File: config.mk
export PLATFORM = sky130hd
export DESIGN_NAME = security_response_controller
export DESIGN_NICKNAME = d
export VERILOG_FILES = /design/src/rtl/security_response_controller_pkg.sv /design/src/rtl/security_response_controller_tick_prescaler.sv /design/src/rtl/security_response_controller.sv
export SDC_FILE = /design/constraint.sdc
export NUM_CORES = 1
export LEC_CHECK = 0
export CORE_ASPECT_RATIO = 1.4
export CORE_UTILIZATION = 40
export DETAILED_ROUTE_END_ITERATION = 12
export HOLD_SLACK_MARGIN = 0.08
export SLEW_MARGIN = 20
export SYNTH_ARGS = -nofsm -noshare
export SYNTH_HDL_FRONTEND = slang
export SYNTH_HIERARCHICAL = 1
export SYNTH_SLANG_ARGS = --single-unit
File: constraint.sdc
create_clock -name clk -period 2.85 [get_ports clk]
set_clock_uncertainty 0.2 [all_clocks]
set_input_delay 0.855 -clock clk [delete_from_list [all_inputs] [get_ports clk]]
set_output_delay 0.855 -clock clk [all_outputs]
set_load 0.05 [all_outputs]
File: src/rtl/security_response_controller_pkg.sv
`default_nettype none
// ============================================================================
//  Module      : security_pkg
//  Description : Shared level encoding and timing constants for the security
//                response path (also used by the upstream hazard controller).
//  Revision    : 1.0 - initial release
// ============================================================================
package security_pkg;

    // Security level as produced by the hazard controller
    typedef logic [1:0] security_level_t;

    localparam security_level_t LVL_NONE  = 2'd0;
    localparam security_level_t LVL_WARN  = 2'd1;
    localparam security_level_t LVL_ALERT = 2'd2;
    localparam security_level_t LVL_LOCK  = 2'd3;

    // Base tick rate: every timer in the block is measured in these ticks
    localparam int TICKS_PER_SEC = 8;

endpackage : security_pkg
`default_nettype wire

File: src/rtl/security_response_controller_tick_prescaler.sv
`default_nettype none
// ============================================================================
//  Module      : tick_prescaler
//  Description : Free-running divider producing a one-cycle base_tick pulse
//                every DIV clocks. Only rst clears the count.
//  Revision    : 1.0 - initial release
// ============================================================================
module tick_prescaler #(
    parameter int DIV = 10
) (
    input  logic clk,
    input  logic rst,
    output logic base_tick
);

    if (DIV > 1) begin : g_count
        localparam int              c_cnt_w = $clog2(DIV);
        localparam logic [c_cnt_w-1:0] c_last  = c_cnt_w'(DIV - 1);

        logic [c_cnt_w-1:0] r_cnt;

        // Count 0..DIV-1 and reload to zero after the terminal count
        always_ff @(posedge clk) begin
            if (rst) begin
                r_cnt <= '0;
            end else if (r_cnt == c_last) begin
                r_cnt <= '0;
            end else begin
                r_cnt <= r_cnt + 1'b1;
            end
        end

        assign base_tick = (r_cnt == c_last);
    end else begin : g_every_cycle
        // Degenerate divider: every clock is a tick
        assign base_tick = 1'b1;
    end

endmodule : tick_prescaler
`default_nettype wire

File: src/rtl/security_response_controller.sv
`default_nettype none
// ============================================================================
//  Module      : security_response_controller
//  Description : Latches the hazard controller's security level and drives
//                the alarm LED, buzzer and door lock. Levels escalate at
//                once, drop only on acknowledge, and LOCKDOWN needs a
//                sustained acknowledge to release.
//  Options     : `define SECURITY_AUTO_DECAY_EN to let WARN/ALERT decay one
//                step after HOLD_IN_SEC seconds without a fresh escalation.
//  Revision    : 1.0 - initial release
// ============================================================================
module security_response_controller
    import security_pkg::*;
#(
    parameter int CLOCK_RATE      = 100_000_000,
    parameter int HOLD_IN_SEC     = 5,
    parameter int ACK_HOLD_IN_SEC = 2
) (
    input  logic            clk,
    input  logic            rst,
    input  security_level_t security_level,
    input  logic            ack,
    output security_level_t active_level,
    output logic            alarm_led,
    output logic            buzzer,
    output logic            door_lock
);

    localparam int                 c_tick_div  = CLOCK_RATE / TICKS_PER_SEC;
    localparam int                 c_ack_ticks = ACK_HOLD_IN_SEC * TICKS_PER_SEC;
    localparam int                 c_ack_w     = $clog2(c_ack_ticks + 1);
    localparam logic [c_ack_w-1:0] c_ack_max   = c_ack_w'(c_ack_ticks);
    // WARN blinks with a phase change every four base ticks
    localparam logic [1:0]         c_warn_last = 2'd3;

    if ((CLOCK_RATE % TICKS_PER_SEC) != 0 || CLOCK_RATE < TICKS_PER_SEC ||
        HOLD_IN_SEC < 1 || ACK_HOLD_IN_SEC < 1) begin : g_cfg_invalid
        $error("security_response_controller: unsupported timing parameters");
    end

    logic               w_base_tick;
    logic               w_escalate;
    logic               w_decay_req;
    security_level_t    r_level;
    security_level_t    w_level_nxt;
    logic [c_ack_w-1:0] r_ack_cnt;
    logic [c_ack_w-1:0] w_ack_cnt_nxt;
    logic [1:0]         r_blink_cnt;
    logic [1:0]         w_blink_cnt_nxt;
    logic               r_phase;
    logic               w_phase_nxt;
    logic               r_alarm_led;
    logic               r_buzzer;
    logic               r_door_lock;
    logic               w_led_nxt;
    logic               w_buzzer_nxt;
    logic               w_lock_nxt;

    tick_prescaler #(
        .DIV (c_tick_div)
    ) u_tick_prescaler (
        .clk       (clk),
        .rst       (rst),
        .base_tick (w_base_tick)
    );

    assign w_escalate = (security_level > r_level);

`ifdef SECURITY_AUTO_DECAY_EN
    localparam int                  c_hold_ticks = HOLD_IN_SEC * TICKS_PER_SEC;
    localparam int                  c_hold_w     = $clog2(c_hold_ticks + 1);
    localparam logic [c_hold_w-1:0] c_hold_max   = c_hold_w'(c_hold_ticks);

    logic [c_hold_w-1:0] r_hold;
    logic                w_decay_go;

    // Decay is only offered to WARN/ALERT sitting above the input once the hold expires
    assign w_decay_req = (r_hold == '0) && (r_level == LVL_WARN || r_level == LVL_ALERT)
                         && (r_level > security_level);
    // An acknowledge in the same cycle outranks decay
    assign w_decay_go  = w_decay_req && !ack;

    // Hold timer: reload on escalation or a decay step, otherwise count down on ticks to zero
    always_ff @(posedge clk) begin
        if (rst) begin
            r_hold <= '0;
        end else if (w_escalate || w_decay_go) begin
            r_hold <= c_hold_max;
        end else if (w_base_tick && (r_hold != '0)) begin
            r_hold <= r_hold - 1'b1;
        end
    end
`else
    assign w_decay_req = 1'b0;
`endif

    // Level FSM: escalate > lockdown release > ack clear > decay
    always_comb begin
        w_level_nxt   = r_level;
        w_ack_cnt_nxt = '0;
        if (w_escalate) begin
            w_level_nxt = security_level;
        end else if (r_level == LVL_LOCK) begin
            if (r_ack_cnt == c_ack_max) begin
                // Acknowledge held long enough: fall to whatever the input says now
                w_level_nxt = security_level;
            end else if (ack) begin
                w_ack_cnt_nxt = w_base_tick ? (r_ack_cnt + 1'b1) : r_ack_cnt;
            end
        end else if (ack) begin
            // No escalation here, so the input is never above the current level
            w_level_nxt = security_level;
        end else if (w_decay_req) begin
            w_level_nxt = r_level - 1'b1;
        end
    end

    // Blink generator: restart lit on any level change, then advance on base ticks
    always_comb begin
        w_blink_cnt_nxt = r_blink_cnt;
        w_phase_nxt     = r_phase;
        if (w_level_nxt != r_level) begin
            w_blink_cnt_nxt = '0;
            w_phase_nxt     = 1'b1;
        end else if (w_base_tick) begin
            if (r_level == LVL_WARN) begin
                if (r_blink_cnt == c_warn_last) begin
                    w_blink_cnt_nxt = '0;
                    w_phase_nxt     = ~r_phase;
                end else begin
                    w_blink_cnt_nxt = r_blink_cnt + 1'b1;
                end
            end else if (r_level == LVL_ALERT) begin
                w_blink_cnt_nxt = '0;
                w_phase_nxt     = ~r_phase;
            end
        end
    end

    // Output decode from the next state so the registered outputs track active_level
    always_comb begin
        w_led_nxt    = 1'b0;
        w_buzzer_nxt = 1'b0;
        w_lock_nxt   = 1'b0;
        case (w_level_nxt)
            LVL_WARN: begin
                w_led_nxt = w_phase_nxt;
            end
            LVL_ALERT: begin
                w_led_nxt    = w_phase_nxt;
                w_buzzer_nxt = w_phase_nxt;
            end
            LVL_LOCK: begin
                w_led_nxt    = 1'b1;
                w_buzzer_nxt = 1'b1;
                w_lock_nxt   = 1'b1;
            end
            default: begin
                w_led_nxt = 1'b0;
            end
        endcase
    end

    // State and output registers
    always_ff @(posedge clk) begin
        if (rst) begin
            r_level     <= LVL_NONE;
            r_ack_cnt   <= '0;
            r_blink_cnt <= '0;
            r_phase     <= 1'b0;
            r_alarm_led <= 1'b0;
            r_buzzer    <= 1'b0;
            r_door_lock <= 1'b0;
        end else begin
            r_level     <= w_level_nxt;
            r_ack_cnt   <= w_ack_cnt_nxt;
            r_blink_cnt <= w_blink_cnt_nxt;
            r_phase     <= w_phase_nxt;
            r_alarm_led <= w_led_nxt;
            r_buzzer    <= w_buzzer_nxt;
            r_door_lock <= w_lock_nxt;
        end
    end

    assign active_level = r_level;
    assign alarm_led    = r_alarm_led;
    assign buzzer       = r_buzzer;
    assign door_lock    = r_door_lock;

endmodule : security_response_controller
`default_nettype wire

Yosys cells after proc, flatten, opt, wreduce, memory -nomap -nowiden. Index checks and enable logic that the tools add are counted.

Bits in registers: 37. Latch bits: 0. Bits in writable memories: 0. Bits in read-only memories: 0. Input bits: 5. Output and inout port bits: 5. Memories: 0.

Add/sub/neg operators: 3. Multiply operators: 0. Div/mod/pow operators: 0. $lt $le $gt $ge: 1. Equality and inequality tests: 10. Shift-type cells: 0. Muxes and demuxes: 15. Bitwise operators: 3. Reductions and logical operators: 6.

Operators by type and width (number): 24-bit by 1-bit adder with 24-bit output, second input constant (1); 24-bit == test, second input constant (1); 2-bit two-way mux (7); 2-bit == test, second input constant (5); 1-bit two-way mux (6); 2-bit OR reduction (3); 5-bit by 1-bit adder with 5-bit output, second input constant (1); 5-bit == test, second input constant (1); 5-bit OR reduction (1); 2-bit by 1-bit == test with 1-bit output, second input constant (2); 1-bit one-hot mux with 2 select lines (2); 1-bit inverter (3); 2-bit by 1-bit adder with 2-bit output, second input constant (1); 2-bit > comparator (1); 2-bit inequality test (1); 2-bit AND reduction (1); 2-bit nonzero test (1).

Logic depth before layout (Yosys ltp). Gate-level depths: netlist of run 1.

Depth after elaboration: 7. Depth in mapped cells: 10. Gate-level depth less buffers: 10.

By module. The synthesis of run 1 kept the hierarchy.

Modules (own cells, without submodules): tick_prescaler (instances 1, cells each 128, area an instance 1162.4 um^2, seq. area each 480.5 um^2); security_response_controller (instances 1, cells each 89, area an instance 792.0 um^2, seq. area each 260.2 um^2).

Worst setup path before layout of run 1. OpenSTA, ideal clock, no wires.

Path type: input-to-reg. Start point: input security_level[1]. End point: register r_alarm_led, in the netlist alarm_led. Arrival: 2254 ps. Slack: 268 ps. Cell stages on the path: 8. Path buffers: 0. Cells stage by stage: ha_1 > nor2b_1 > o21a_1 > o21ai_0 > nand2_1 > ha_1 > o21ai_0 > a31oi_1.

Longest elaborated chain between the ends: 6. Elaborated cells on any way between the ends: 12. Those cells by class: 1 x order compare; 4 x eq/ne; 6 x mux; 1 x reduce/logical.

RTL lines: start: declaration (line security_response_controller.sv:21) `input security_level_t security_level,`; 2-bit two-way mux, on equally long branches (line security_response_controller.sv:110, security_response_controller.sv:104); 2-bit two-way mux (line security_response_controller.sv:103) `end else if (r_level == LVL_LOCK) begin`; 2-bit two-way mux (*) (line security_response_controller.sv:101) `if (w_escalate) begin`; net w_level_nxt[1] (line security_response_controller.sv:45) `security_level_t w_level_nxt;`; 2-bit inequality test (tied with other cells) (line security_response_controller.sv:122) `if (w_level_nxt != r_level) begin`; 1-bit two-way mux or 2-bit OR reduction (tied branches); 1-bit one-hot mux with 2 select lines (*) (line security_response_controller.sv:145) `case (w_level_nxt)`; end signal: assignment (line security_response_controller.sv:179) `r_alarm_led <= w_led_nxt;`; end: declaration (line security_response_controller.sv:52) `logic r_alarm_led;`.

The timed path passes the listed nets; every way through them passes the cells marked *. A chain may end at the register's enable or synchronous reset.

Worst setup path after layout of run 1. Ends and elaborated chain as after synthesis.

==> results of run 1 <==
==> cell type report <==
| cell class | instances | area (sq um) | share of cell area |
|---|---|---|---|
| tap | 62 | 77.57 | 0.03377 |
| sequential | 37 | 740.7 | 0.3224 |
| inverter | 8 | 30.03 | 0.01307 |
| clock inverter | 1 | 30.03 | 0.01307 |
| multi-input combinational | 166 | 1175 | 0.5114 |
| clock buffer | 7 | 86.33 | 0.03758 |
| timing repair buffer | 18 | 157.7 | 0.06863 |
==> logic make-up (layout without fill, tap and decap cells) <==
family	after synthesis	after routing
AOI/OAI and AO/OA	35	35
muxes	2	2
xor gates and xnor gates	20	20
DFF	37	37
and+or+nand+nor	97	97
adders and majority gates	12	12
buffers and inverters	14	34
==> worst paths after layout <==
check / startpoint / to / slack [ps] / cells after the start
setup / recovery: security_level[1] / alarm_led / 90 / 9
hold / removal: u_tick_prescaler/g_count.r_cnt[23] / u_tick_prescaler/g_count.r_cnt[23] / 290 / 2
setup reg to reg: active_level[1] / alarm_led / 550 / 9
hold reg to reg: u_tick_prescaler/g_count.r_cnt[23] / u_tick_prescaler/g_count.r_cnt[23] / 290 / 2
==> power groups by stage <==
stage          Combinational (mW)  Clock, mW  Sequential, mW
6_report                    0.164      0.464           0.539
5_1_grt                     0.180      0.496           0.541
4_1_cts                     0.151      0.482           0.539
3_5_place_dp                0.150          0           0.551
3_3_place_gp                0.149          0           0.551
2_1_floorplan              0.0718          0           0.578
==> metal layers <==
layer	up-vias	global-route usage	part of all wire
li1	812	-	-
met1	704	0.1778	0.46
met2	16	0.2658	0.50
met3	5	0.03236	0.025
met4	0	0.06612	0.019
met5	-	0	0
==> sequential cells by signal (all words and copies together), names as in the netlist <==
| name | flops |
|---|---|
| active_level | 2 |
| alarm_led | 1 |
| buzzer | 1 |
| door_lock | 1 |
| r_ack_cnt | 5 |
| r_blink_cnt | 2 |
| r_phase | 1 |
| u_tick_prescaler/g_count.r_cnt | 24 |
==> placed cells by master (no fill, tap or decap), types with 8 or more instances in the layout <==
master,n
inv_1,8
buf_4,9
a21oi_1,11
dfxtp_1,37
xor2_1,13
ha_1,12
nand2_1,14
nand4_1,10
nand3_1,9
clkdlybuf4s50_1,9
nor2_1,27
==> critical path: cells and delay by family <==
kind	cells	cell delay [ps]
adder cells (fa/ha/maj)	2	600
buffers and inverters	1	430
AND/OR/NAND/NOR	2	260
AO/OA/AOI/OAI	4	600
==> Yosys cell counts (all sizes together) <==
| library cell | n | area, sq um |
|---|---|---|
| a21boi | 1 | 7.510 |
| a21o | 1 | 8.760 |
| a21oi | 14 | 81.33 |
| a311oi | 1 | 15.01 |
| a31oi | 1 | 6.260 |
| and2 | 2 | 12.51 |
| and3 | 4 | 27.52 |
| and4 | 4 | 42.54 |
| buf | 5 | 33.78 |
| clkbuf | 1 | 3.750 |
| dfxtp | 37 | 740.7 |
| ha | 12 | 150.1 |
| inv | 8 | 30.03 |
| mux2 | 1 | 11.26 |
| mux2i | 1 | 10.01 |
| nand2 | 16 | 67.56 |
| nand2b | 1 | 6.260 |
| nand3 | 11 | 55.05 |
| nand4 | 11 | 83.83 |
| nand4b | 1 | 8.760 |
| nand4bb | 1 | 27.53 |
| nor2 | 27 | 101.4 |
| nor2b | 2 | 12.51 |
| nor3 | 3 | 15.01 |
| nor4 | 3 | 18.77 |
| nor4b | 2 | 17.52 |
| o21a | 1 | 7.510 |
| o21ai | 8 | 43.79 |
| o21bai | 1 | 7.510 |
| o221ai | 1 | 8.760 |
| o31ai | 5 | 37.54 |
| o41ai | 1 | 8.760 |
| or3 | 4 | 25.02 |
| or4 | 5 | 45.04 |
| xnor2 | 7 | 61.31 |
| xor2 | 13 | 113.9 |
==> through the flow <==
stage | hold slack (ps) | util | cell area, sq um | setup slack (ps)
final | 286.1 | 0.4985 | 2297 | 88.77
after global routing | 316.2 | 0.4985 | 2297 | -18.82
after CTS | 284.6 | 0.4906 | 2261 | 1.459
after detailed placement | 271.1 | 0.4654 | 2145 | -300.0
after global placement | 260.8 | 0.4654 | 2145 | -268.2
after floorplan | 241.5 | - | 1954 | 268.5
==> timing repair <==
| action | CTS | global route |
|---|---|---|
| buffers inserted | 0 | 1 |
| resized for setup | 1 | 10 |
| cloned | 0 | 0 |
| endpoints found under the hold margin | 0 | 0 |
| pin swaps | 0 | 5 |
| setup endpoints to repair | 1 | 3 |
==> flow_metrics.env, run 1 <==
export IMPL_status="completed"
export IMPL_slew_headroom=0.6718
export IMPL_hold_viol=0
export IMPL_setup_viol=0
export IMPL_report_power_total_mw=1.168
export IMPL_synth_top_family_by_area="simple AND/OR/NAND/NOR gates"
export IMPL_antenna_found_initial=0
export IMPL_critPathMaxStageDelay_ps=430
export IMPL_drtIter0Drc=62
export IMPL_fmax_mhz=362.2
export IMPL_min_period_over_period=0.9689
export IMPL_syn_area_sq_mm=0.001954
export IMPL_yosys_area_share_simple=0.2900
export IMPL_slew_viol_final=0
export IMPL_grt_remaining_overflow=0
export IMPL_p_leak_nw=0.8247
export IMPL_core_area_sq_mm=0.004608
export IMPL_die_area_sq_mm=0.005173
export IMPL_switching_share=0.2418
export IMPL_h_tree_depth=2
export IMPL_nets=253
export IMPL_vias_per_cell=5.140
export IMPL_area_growth_pct=17.54
export IMPL_critPathSlowestCell="clkdlybuf4s50_1"
export IMPL_avgSynthCellArea_sq_um=9.006
export IMPL_antenna_cells=0
export IMPL_clock_sinks=37
export IMPL_p_seq_frac=0.462
export IMPL_internal_power_uw=885.4
export IMPL_ys_seq_area_frac=0.3790
export IMPL_dr_pass1_iters=4
export IMPL_synth_warnings=6
export IMPL_postSynthNetCount=234
export IMPL_grt_pass1_wl_mm=6.051
export IMPL_synth_compound_area_frac=0.1191
export IMPL_power_share_clock=0.398
export IMPL_clk_latency_ps=290
export IMPL_cts_buffers=5
export IMPL_synthAdderAreaFrac=0.07682
export IMPL_initial_core_util=0.4241
export IMPL_cp_cell_sequence="clkdlybuf4s50_1, ha_1, nor2b_2, o21a_1, o21ai_2, nand2_2, ha_1, o21ai_1, a31oi_1"
export IMPL_power_density_mw_per_mm2=508.4
export IMPL_die_x_microns=61.08
export IMPL_drcViolationCount=0
export IMPL_vdd_drop_max_v=0.0003004
export IMPL_io_pins=10
export IMPL_comb_power_share=0.140
export IMPL_hold_class="flop to flop"
export IMPL_cts_root_buf="clkbuf_8"
export IMPL_vias=1537
export IMPL_cp_end_kind="flop"
export IMPL_cp_max_fo=3
export IMPL_finalCriticalPeriod_ps=2761
export IMPL_worst_pin_slew_ps=490.7
export IMPL_holdBufCountCts=0
export IMPL_globalplace_congestion=0.7771
export IMPL_dp_cells=290
export IMPL_power_switching_uw=282.4
export IMPL_ant_nets=0
export IMPL_num_fill_cells=452
export IMPL_drive_gt1_frac=0.1730
export IMPL_grt_max_degree=24
export IMPL_required_ps=2820
export IMPL_cts_tree="built"
export IMPL_path_class="input port to flop"
export IMPL_start_kind="input port"
export IMPL_path_clk_slew_ps=70
export IMPL_portBuffers=9
export IMPL_netlist_instances=217
export IMPL_maxCapViolCount=0
export IMPL_clock_path_buffers=2
export IMPL_num_rows=29
export IMPL_ys_types=46
export IMPL_hpwl_mm=2.650
export IMPL_grt_total_usage=0.1548
export IMPL_avgRoutedWirePerCell_microns=12.25
export IMPL_synthXorXnorAreaFrac=0.08963
export IMPL_fin_tns_setup_ps=0
export IMPL_cp_arrival_ps=2730
export IMPL_finalWirelength_mm=3.663
export IMPL_final_cells=299
export IMPL_ys_ff_latch=37
export IMPL_path_common_cell="ha_1"
export IMPL_grt_pass1_vias=1449
export IMPL_fp_dieH_microns=84.71
export IMPL_synthMuxAreaShare=0.01088
Power figures use the tool's default switching activity.
==> inputs of run 2 (changes only) <==
--- a/config.mk
+++ b/config.mk
@@ -5,12 +5,15 @@
 export SDC_FILE = /design/constraint.sdc
 export NUM_CORES = 1
 export LEC_CHECK = 0
+export CELL_PAD_IN_SITES_DETAIL_PLACEMENT = 1
+export CELL_PAD_IN_SITES_GLOBAL_PLACEMENT = 2
 export CORE_ASPECT_RATIO = 1.4
-export CORE_UTILIZATION = 40
+export CORE_UTILIZATION = 37
 export DETAILED_ROUTE_END_ITERATION = 12
 export HOLD_SLACK_MARGIN = 0.08
+export MAX_ROUTING_LAYER = met4
+export PLACE_DENSITY_LB_ADDON = 0.1
 export SLEW_MARGIN = 20
 export SYNTH_ARGS = -nofsm -noshare
 export SYNTH_HDL_FRONTEND = slang
-export SYNTH_HIERARCHICAL = 1
 export SYNTH_SLANG_ARGS = --single-unit
==> run 2 against run 1 <==
Worst hold slack got worse by 40 ps. Register-to-register slack got worse by 180 ps. Synthesized area fell by 4.5%. Final cell count fell by 1.3%. Sequential cell count did not move. Utilization fell by 4.0 points. Total power fell by 7.7%.
==> flow_metrics.env, run 2 <==
export IMPL_synthFlopType="dfxtp_1"
export IMPL_avgRoutedWirePerCell_microns=14.40
export IMPL_antenna_cells=0
export IMPL_cp_top_family="compound AO/OA/AOI/OAI gates"
export IMPL_top_regs="u_tick_prescaler.g_count.r_cnt (24), r_ack_cnt (5)"
export IMPL_globalplace_congestion=0.7417
export IMPL_hpwl_mm=3.346
export IMPL_hold_ws_ps=245.9
export IMPL_p_leak_nw=0.8224
export IMPL_holdPathStages=1
export IMPL_nets=248
export IMPL_p_seq_frac=0.500
export IMPL_critPathMaxStageDelay_ps=380
export IMPL_critPathSlowestCell="a2111oi_2"
export IMPL_start_kind="input port"
export IMPL_grt_total_usage=0.1908
export IMPL_synth_edf_count=0
export IMPL_cp_arrival_ps=2680
export IMPL_dr_pass1_iters=3
export IMPL_netlist_top_cells_count="nor2_1 (42), dfxtp_1 (37), xnor2_1 (17), ha_1 (12), nand2_1 (11)"
export IMPL_finalCriticalPeriod_ps=2713
export IMPL_cp_depth=10
export IMPL_fin_tns_setup_ps=0
export IMPL_async_flop_share=0
export IMPL_postSynthNetCount=225
export IMPL_area_growth_pct=18.98
export IMPL_yosysMostFrequentCell="nor2_1"
export IMPL_slew_headroom=0.6707
export IMPL_final_common_cell="nor2_1"
export IMPL_die_area_sq_mm=0.005334
export IMPL_clock_sinks=37
export IMPL_vias=1518
export IMPL_h_tree_depth=2
export IMPL_grt_pass1_vias=1662
export IMPL_antenna_found_initial=0
export IMPL_status="completed"
export IMPL_cp_cell_sequence="dlygate4sd2_1, ha_1, nor2b_1, o21ai_2, nand2_2, mux2i_2, inv_2, ha_4, nor2_1, a2111oi_2"
export IMPL_hold_viol=0
export IMPL_cts_root_buf="clkbuf_8"
export IMPL_power_switching_uw=281.7
export IMPL_setup_viol=0
export IMPL_seqCellArea_sq_um=740.7
export IMPL_num_rows=30
export IMPL_grt_pass1_wl_mm=7.327
export IMPL_final_core_util=0.4584
export IMPL_largest_register="u_tick_prescaler.g_count.r_cnt"
export IMPL_slew_viol_final=0
export IMPL_clk_latency_ps=280
export IMPL_multi_input_area_sq_mm=0.001094
export IMPL_comb_power_share=0.160
export IMPL_ys_seq_area_frac=0.3970
export IMPL_io_pins=10
export IMPL_initial_core_util=0.3853
export IMPL_fp_dieH_microns=86.02
export IMPL_maxCapViolCount=0
export IMPL_holdBufCountCts=0
export IMPL_drtIter0Drc=19
export IMPL_rsz0062_at_grt="no"
export IMPL_path_buf_inv=2
export IMPL_syn_area_sq_mm=0.001866
export IMPL_die_x_microns=62.01
export IMPL_ant_nets=0
export IMPL_grt_max_degree=24
export IMPL_cp_end_kind="flop"
export IMPL_power_share_clock=0.341
export IMPL_grt_remaining_overflow=0
export IMPL_finalWirelength_mm=4.249
export IMPL_num_fill_cells=575
export IMPL_path_clk_slew_ps=70
export IMPL_portBuffers=9
export IMPL_clock_path_buffers=2
export IMPL_fmax_mhz=368.6
export IMPL_core_area_sq_mm=0.004842
export IMPL_vias_per_cell=5.146
export IMPL_ys_ff_latch=37
export IMPL_worst_pin_slew_ps=492.4
export IMPL_hold_class="flop to flop"
export IMPL_synth_top_cell_by_area="dfxtp_1"
export IMPL_largest_reg_flops=24
export IMPL_ys_types=36
export IMPL_cts_buffers=5
export IMPL_drive_gt1_frac=0.1385
export IMPL_avgSynthCellArea_sq_um=8.969
export IMPL_placed_cell_area_sq_mm=0.002098
export IMPL_switching_share=0.2614
export IMPL_synth_warnings=0
export IMPL_synth_area_leaders="dfxtp_1 (40%), nor2_1 (8.5%), ha_1 (8.0%)"
export IMPL_synth_top_area_share=0.3970
export IMPL_cp_max_fo=4
export IMPL_drcViolationCount=0
export IMPL_path_class="input port to flop"
export IMPL_internal_power_uw=795.8
export IMPL_report_power_total_mw=1.077
export IMPL_vdd_drop_max_v=0.0003390
export IMPL_cts_tree="built"
export IMPL_min_period_over_period=0.9520
export IMPL_layout_common_cells="nor2_1 (42), dfxtp_1 (37), xnor2_1 (17)"
export IMPL_design_area_sq_mm=0.002220
export IMPL_worstRegToRegCells=10
export IMPL_netlist_instances=208
export IMPL_required_ps=2820
export IMPL_power_density_mw_per_mm2=485.4
-- run 2: cell types whose count changed after synthesis, sizes merged, moves of 4 or more --
cell   before  now
nand3      11    7
nor2       27   42
xnor2       7   17
or4         5    1
o21ai       8    4
a21oi      14    2
nand2      16   11
o31ai       5    0
-- run 2: power by group through the flow --
stage	Combinational, mW	Clock (mW)	Sequential [mW]
finish	0.172	0.367	0.538
global route	0.188	0.404	0.540
CTS	0.173	0.389	0.539
detailed placement	0.163	0	0.551
global placement	0.156	0	0.549
floorplan	0.0740	0	0.576
-- run 2: worst paths after layout --
kind	startpoint	end	slack, ps
setup reg to reg	active_level[1]	alarm_led	370
setup / recovery	security_level[1]	alarm_led	140
hold / removal	u_tick_prescaler.g_count.r_cnt[0]	u_tick_prescaler.g_count.r_cnt[0]	250
hold reg to reg	u_tick_prescaler.g_count.r_cnt[0]	u_tick_prescaler.g_count.r_cnt[0]	250
-- run 2: cell families after synthesis --
family | share of synthesized area
AO/OA/AOI/OAI | 0.04561
XOR/XNOR | 0.1268
adder cells (fa/ha/maj) | 0.08048
buffers and inverters | 0.03487
flip-flops | 0.3970
multiplexers | 0.03353
AND/OR/NAND/NOR | 0.2817
-- run 2: layout make-up --
class | count | area share
Tap cell | 64 | 0.03608
Clock inverter | 1 | 0.003382
Sequential cell | 37 | 0.3337
Multi-Input combinational cell | 156 | 0.4927
Clock buffer | 6 | 0.03720
Inverter | 10 | 0.01691
Timing Repair Buffer | 21 | 0.08004
-- run 2: metrics by stage --
| stage | setup WS, ps | instances |
|---|---|---|
| after floorplan | 63.60 | 208 |
| after global placement | -337.2 | 287 |
| after detailed placement | -516.8 | 287 |
| after CTS | 64.33 | 295 |
| after global routing | 12.52 | 295 |
| final | 136.9 | 295 |
-- run 2: what timing repair did --
action | in CTS | in global routing
gates resized for setup | 7 | 1
endpoints found under the setup margin | 2 | 1
buffers inserted | 1 | 0
pin swaps | 3 | 0
-- run 2: layer usage --
metal / track usage / part of all wire / wire length, microns / up-vias
li1: - / - / - / 758
met1: 0.1890 / 0.39 / 1651 / 744
met2: 0.3569 / 0.59 / 2498 / 14
met3: 0.03167 / 0.015 / 64 / 2
met4: 0.06061 / 0.0080 / 34 / 0
met5: - / 0 / 0 / -
==> inputs of run 3 (changes only) <==
--- a/config.mk
+++ b/config.mk
@@ -5,10 +5,11 @@
 export SDC_FILE = /design/constraint.sdc
 export NUM_CORES = 1
 export LEC_CHECK = 0
+export ABC_AREA = 1
 export CELL_PAD_IN_SITES_DETAIL_PLACEMENT = 1
 export CELL_PAD_IN_SITES_GLOBAL_PLACEMENT = 2
 export CORE_ASPECT_RATIO = 1.4
-export CORE_UTILIZATION = 37
+export CORE_UTILIZATION = 34
 export DETAILED_ROUTE_END_ITERATION = 12
 export HOLD_SLACK_MARGIN = 0.08
 export MAX_ROUTING_LAYER = met4
==> constraint.sdc (replaced) <==
create_clock -name clk -period 2.85 [get_ports clk]
set_clock_uncertainty 0.2 [all_clocks]
set_input_delay 0.855 -clock clk [delete_from_list [all_inputs] [get_ports clk]]
set_output_delay 0.855 -clock clk [all_outputs]
set_load 0.01 [all_outputs]
==> run 3 against run 2 <==
Count of clock-buffer cells in the layout is the same. Synthesized cell count grew 46%. Critical path type unchanged. First-iteration DRC count grew to 2.6 times the previous value.
==> flow_metrics.env, run 3 <==
export IMPL_required_ps=2880
export IMPL_top_regs="u_tick_prescaler.g_count.r_cnt (24), r_ack_cnt (5)"
export IMPL_antenna_found_initial=0
export IMPL_ant_nets=0
export IMPL_setup_viol=0
export IMPL_final_cells=398
export IMPL_hpwl_mm=4.611
export IMPL_cts_tree="built"
export IMPL_slew_headroom=0.6154
export IMPL_final_core_util=0.4022
export IMPL_worstRegToRegCells=11
export IMPL_met1_usage=0.1816
export IMPL_reg2reg_slack_ps=520
export IMPL_internal_power_uw=770.9
export IMPL_power_share_clock=0.349
export IMPL_slew_viol_final=0
export IMPL_ys_ff_latch=37
export IMPL_status="completed"
export IMPL_area_growth_pct=15.09
export IMPL_vdd_drop_max_v=0.0002159
export IMPL_grt_pass1_vias=2097
export IMPL_clk_latency_ps=290
export IMPL_grt_max_degree=12
export IMPL_synth_edf_count=0
export IMPL_postSynthNetCount=321
export IMPL_grt_busiest_layer="met2"
export IMPL_synth_warnings=0
export IMPL_h_tree_depth=2
export IMPL_globalplace_congestion=0.7735
export IMPL_netlist_instances=304
export IMPL_cp_max_fo=5
export IMPL_cp_end_kind="flop"
export IMPL_finalCriticalPeriod_ps=2733
export IMPL_switching_share=0.2763
export IMPL_die_x_microns=69.30
export IMPL_comb_power_share=0.142
export IMPL_hold_class="flop to flop"
export IMPL_ys_types=33
export IMPL_die_area_sq_mm=0.006668
export IMPL_drcViolationCount=0
export IMPL_fp_dieH_microns=96.22
export IMPL_cp_startpoint="security_level[1]"
export IMPL_clock_path_buffers=2
export IMPL_pre_cts_slack_ps=-326.8
export IMPL_maxCapViolCount=0
export IMPL_num_rows=34
export IMPL_layout_common_cells="nand2_1 (57), inv_1 (43), dfxtp_1 (37)"
export IMPL_grt_met2_usage=0.3892
export IMPL_holdPathStages=1
export IMPL_yosysMostFrequentCell="nand2_1"
export IMPL_initial_core_util=0.3495
export IMPL_p_seq_frac=0.509
export IMPL_finalWirelength_mm=5.781
export IMPL_largest_register="u_tick_prescaler.g_count.r_cnt"
export IMPL_cts_root_buf="clkbuf_8"
export IMPL_vias_per_cell=5.005
export IMPL_grt_pass1_wl_mm=9.680
export IMPL_power_density_mw_per_mm2=429.3
export IMPL_min_period_over_period=0.9588
export IMPL_core_area_sq_mm=0.006168
export IMPL_rr_startpoint="active_level[1]"
export IMPL_avgSynthCellArea_sq_um=7.092
export IMPL_largest_reg_flops=24
export IMPL_path_clk_slew_ps=80
export IMPL_drive_gt1_frac=0.1534
export IMPL_nets=342
export IMPL_synth_area_leaders="dfxtp_1 (34%), nand2_1 (10%), inv_1 (7.5%)"
export IMPL_portBuffers=9
export IMPL_final_common_cell="nand2_1"
export IMPL_cp_arrival_ps=2760
export IMPL_design_area_sq_mm=0.002481
export IMPL_p_leak_nw=1.016
export IMPL_report_power_total_mw=1.065
export IMPL_avgRoutedWirePerCell_microns=14.53
export IMPL_vias=1992
export IMPL_dr_pass1_iters=4
export IMPL_ys_seq_area_frac=0.3436
export IMPL_start_kind="input port"
export IMPL_synth_top_cell_by_area="dfxtp_1"
export IMPL_cts_buffers=5
export IMPL_hold_path_startpoint="u_tick_prescaler.g_count.r_cnt[0]"
export IMPL_clock_sinks=37
export IMPL_syn_area_sq_mm=0.002156
export IMPL_worst_pin_slew_ps=571.6
export IMPL_antenna_cells=0
export IMPL_async_flop_share=0
export IMPL_dp_cells=390
export IMPL_fmax_mhz=365.9
export IMPL_power_switching_uw=294.3
export IMPL_grtUsageMet3=0.02513
export IMPL_synth_top_area_share=0.3436
export IMPL_io_pins=10
export IMPL_holdBufCountCts=0
export IMPL_path_class="input port to flop"
export IMPL_netlist_top_cells_count="nand2_1 (59), inv_1 (43), dfxtp_1 (37), nor2_1 (32)"
export IMPL_grt_remaining_overflow=0
export IMPL_layout_setup_ws_ps=117.3
export IMPL_hold_viol=0
export IMPL_grt_total_usage=0.1914
export IMPL_placed_cell_area_sq_mm=0.002369
export IMPL_drtIter0Drc=50
export IMPL_synthFlopType="dfxtp_1"
export IMPL_cts_setup_buffers=0
## run 3: cell types whose count changed in the layout (fill, tap and decap cells not counted), sizes merged, moves of 13 or more
cell	previous run	this run
a21oi	2	23
inv	10	49
xnor2	17	4
nand3	7	24
nand2	11	63
## run 3: stage by stage
stage / hold WS (ps) / TNS, ps
final: 254.5 / 0
after global routing: 277.6 / -20.97
after CTS: 266.8 / 0
after detailed placement: 247.8 / -966.3
after global placement: 235.9 / -591.2
after floorplan: 217.5 / 0
## run 3: cells by family (layout without fill, tap and decap cells)
family	count (synthesis)	after routing	synth area share
AO/OA/AOI/OAI	34	34	0.08184
XOR/XNOR	8	8	0.03250
adder cells (fa/ha/maj)	12	12	0.06964
buffers and inverters	52	74	0.09808
flip-flops	37	37	0.3436
AND/OR/NAND/NOR	161	161	0.3744
## run 3: what timing repair did
item                                    CTS  global route
hold endpoints to repair                  0             0
resized for setup                         1             8
pin swaps                                 0             2
endpoints found under the setup margin    1             1
## run 3: area by class of cell
| class | instances | area, sq um |
|---|---|---|
| timing repair buffer | 17 | 150.1 |
| multi-input combinational | 215 | 1234 |
| sequential | 37 | 740.7 |
| clock buffer | 6 | 72.57 |
| inverter | 49 | 183.9 |
| tap | 72 | 90.09 |
| clock inverter | 2 | 10.01 |
| fill | 793 | 3687 |
## run 3: worst max-delay path, cell delays in order
cell and delay (ps):
clkdlybuf4s50_1 420, ha_1 320, nand2_1 70, nand2_1 60, nand2_2 90, nand3_4 130, o21ai_4 180, inv_1 70
ha_1 160, or2_2 290, a21oi_1 120
## run 3: final timing paths
path	end
setup / recovery	alarm_led
setup reg to reg	alarm_led
hold reg to reg	u_tick_prescaler.g_count.r_cnt[0]
hold / removal	u_tick_prescaler.g_count.r_cnt[0]
## run 3: power by group through the flow
| stage | registers, mW | logic (mW) | clock network [mW] |
|---|---|---|---|
| after floorplan | 0.557 | 0.0756 | 0 |
| after global placement | 0.555 | 0.137 | 0 |
| after detailed placement | 0.555 | 0.140 | 0 |
| after CTS | 0.543 | 0.141 | 0.384 |
| after global routing | 0.544 | 0.173 | 0.399 |
| final | 0.543 | 0.151 | 0.371 |
## run 3: per-layer routing
layer	wire length, microns	vias up
li1	-	1018
met1	2231	944
met2	3316	20
met3	94	10
met4	138	0
met5	0	-
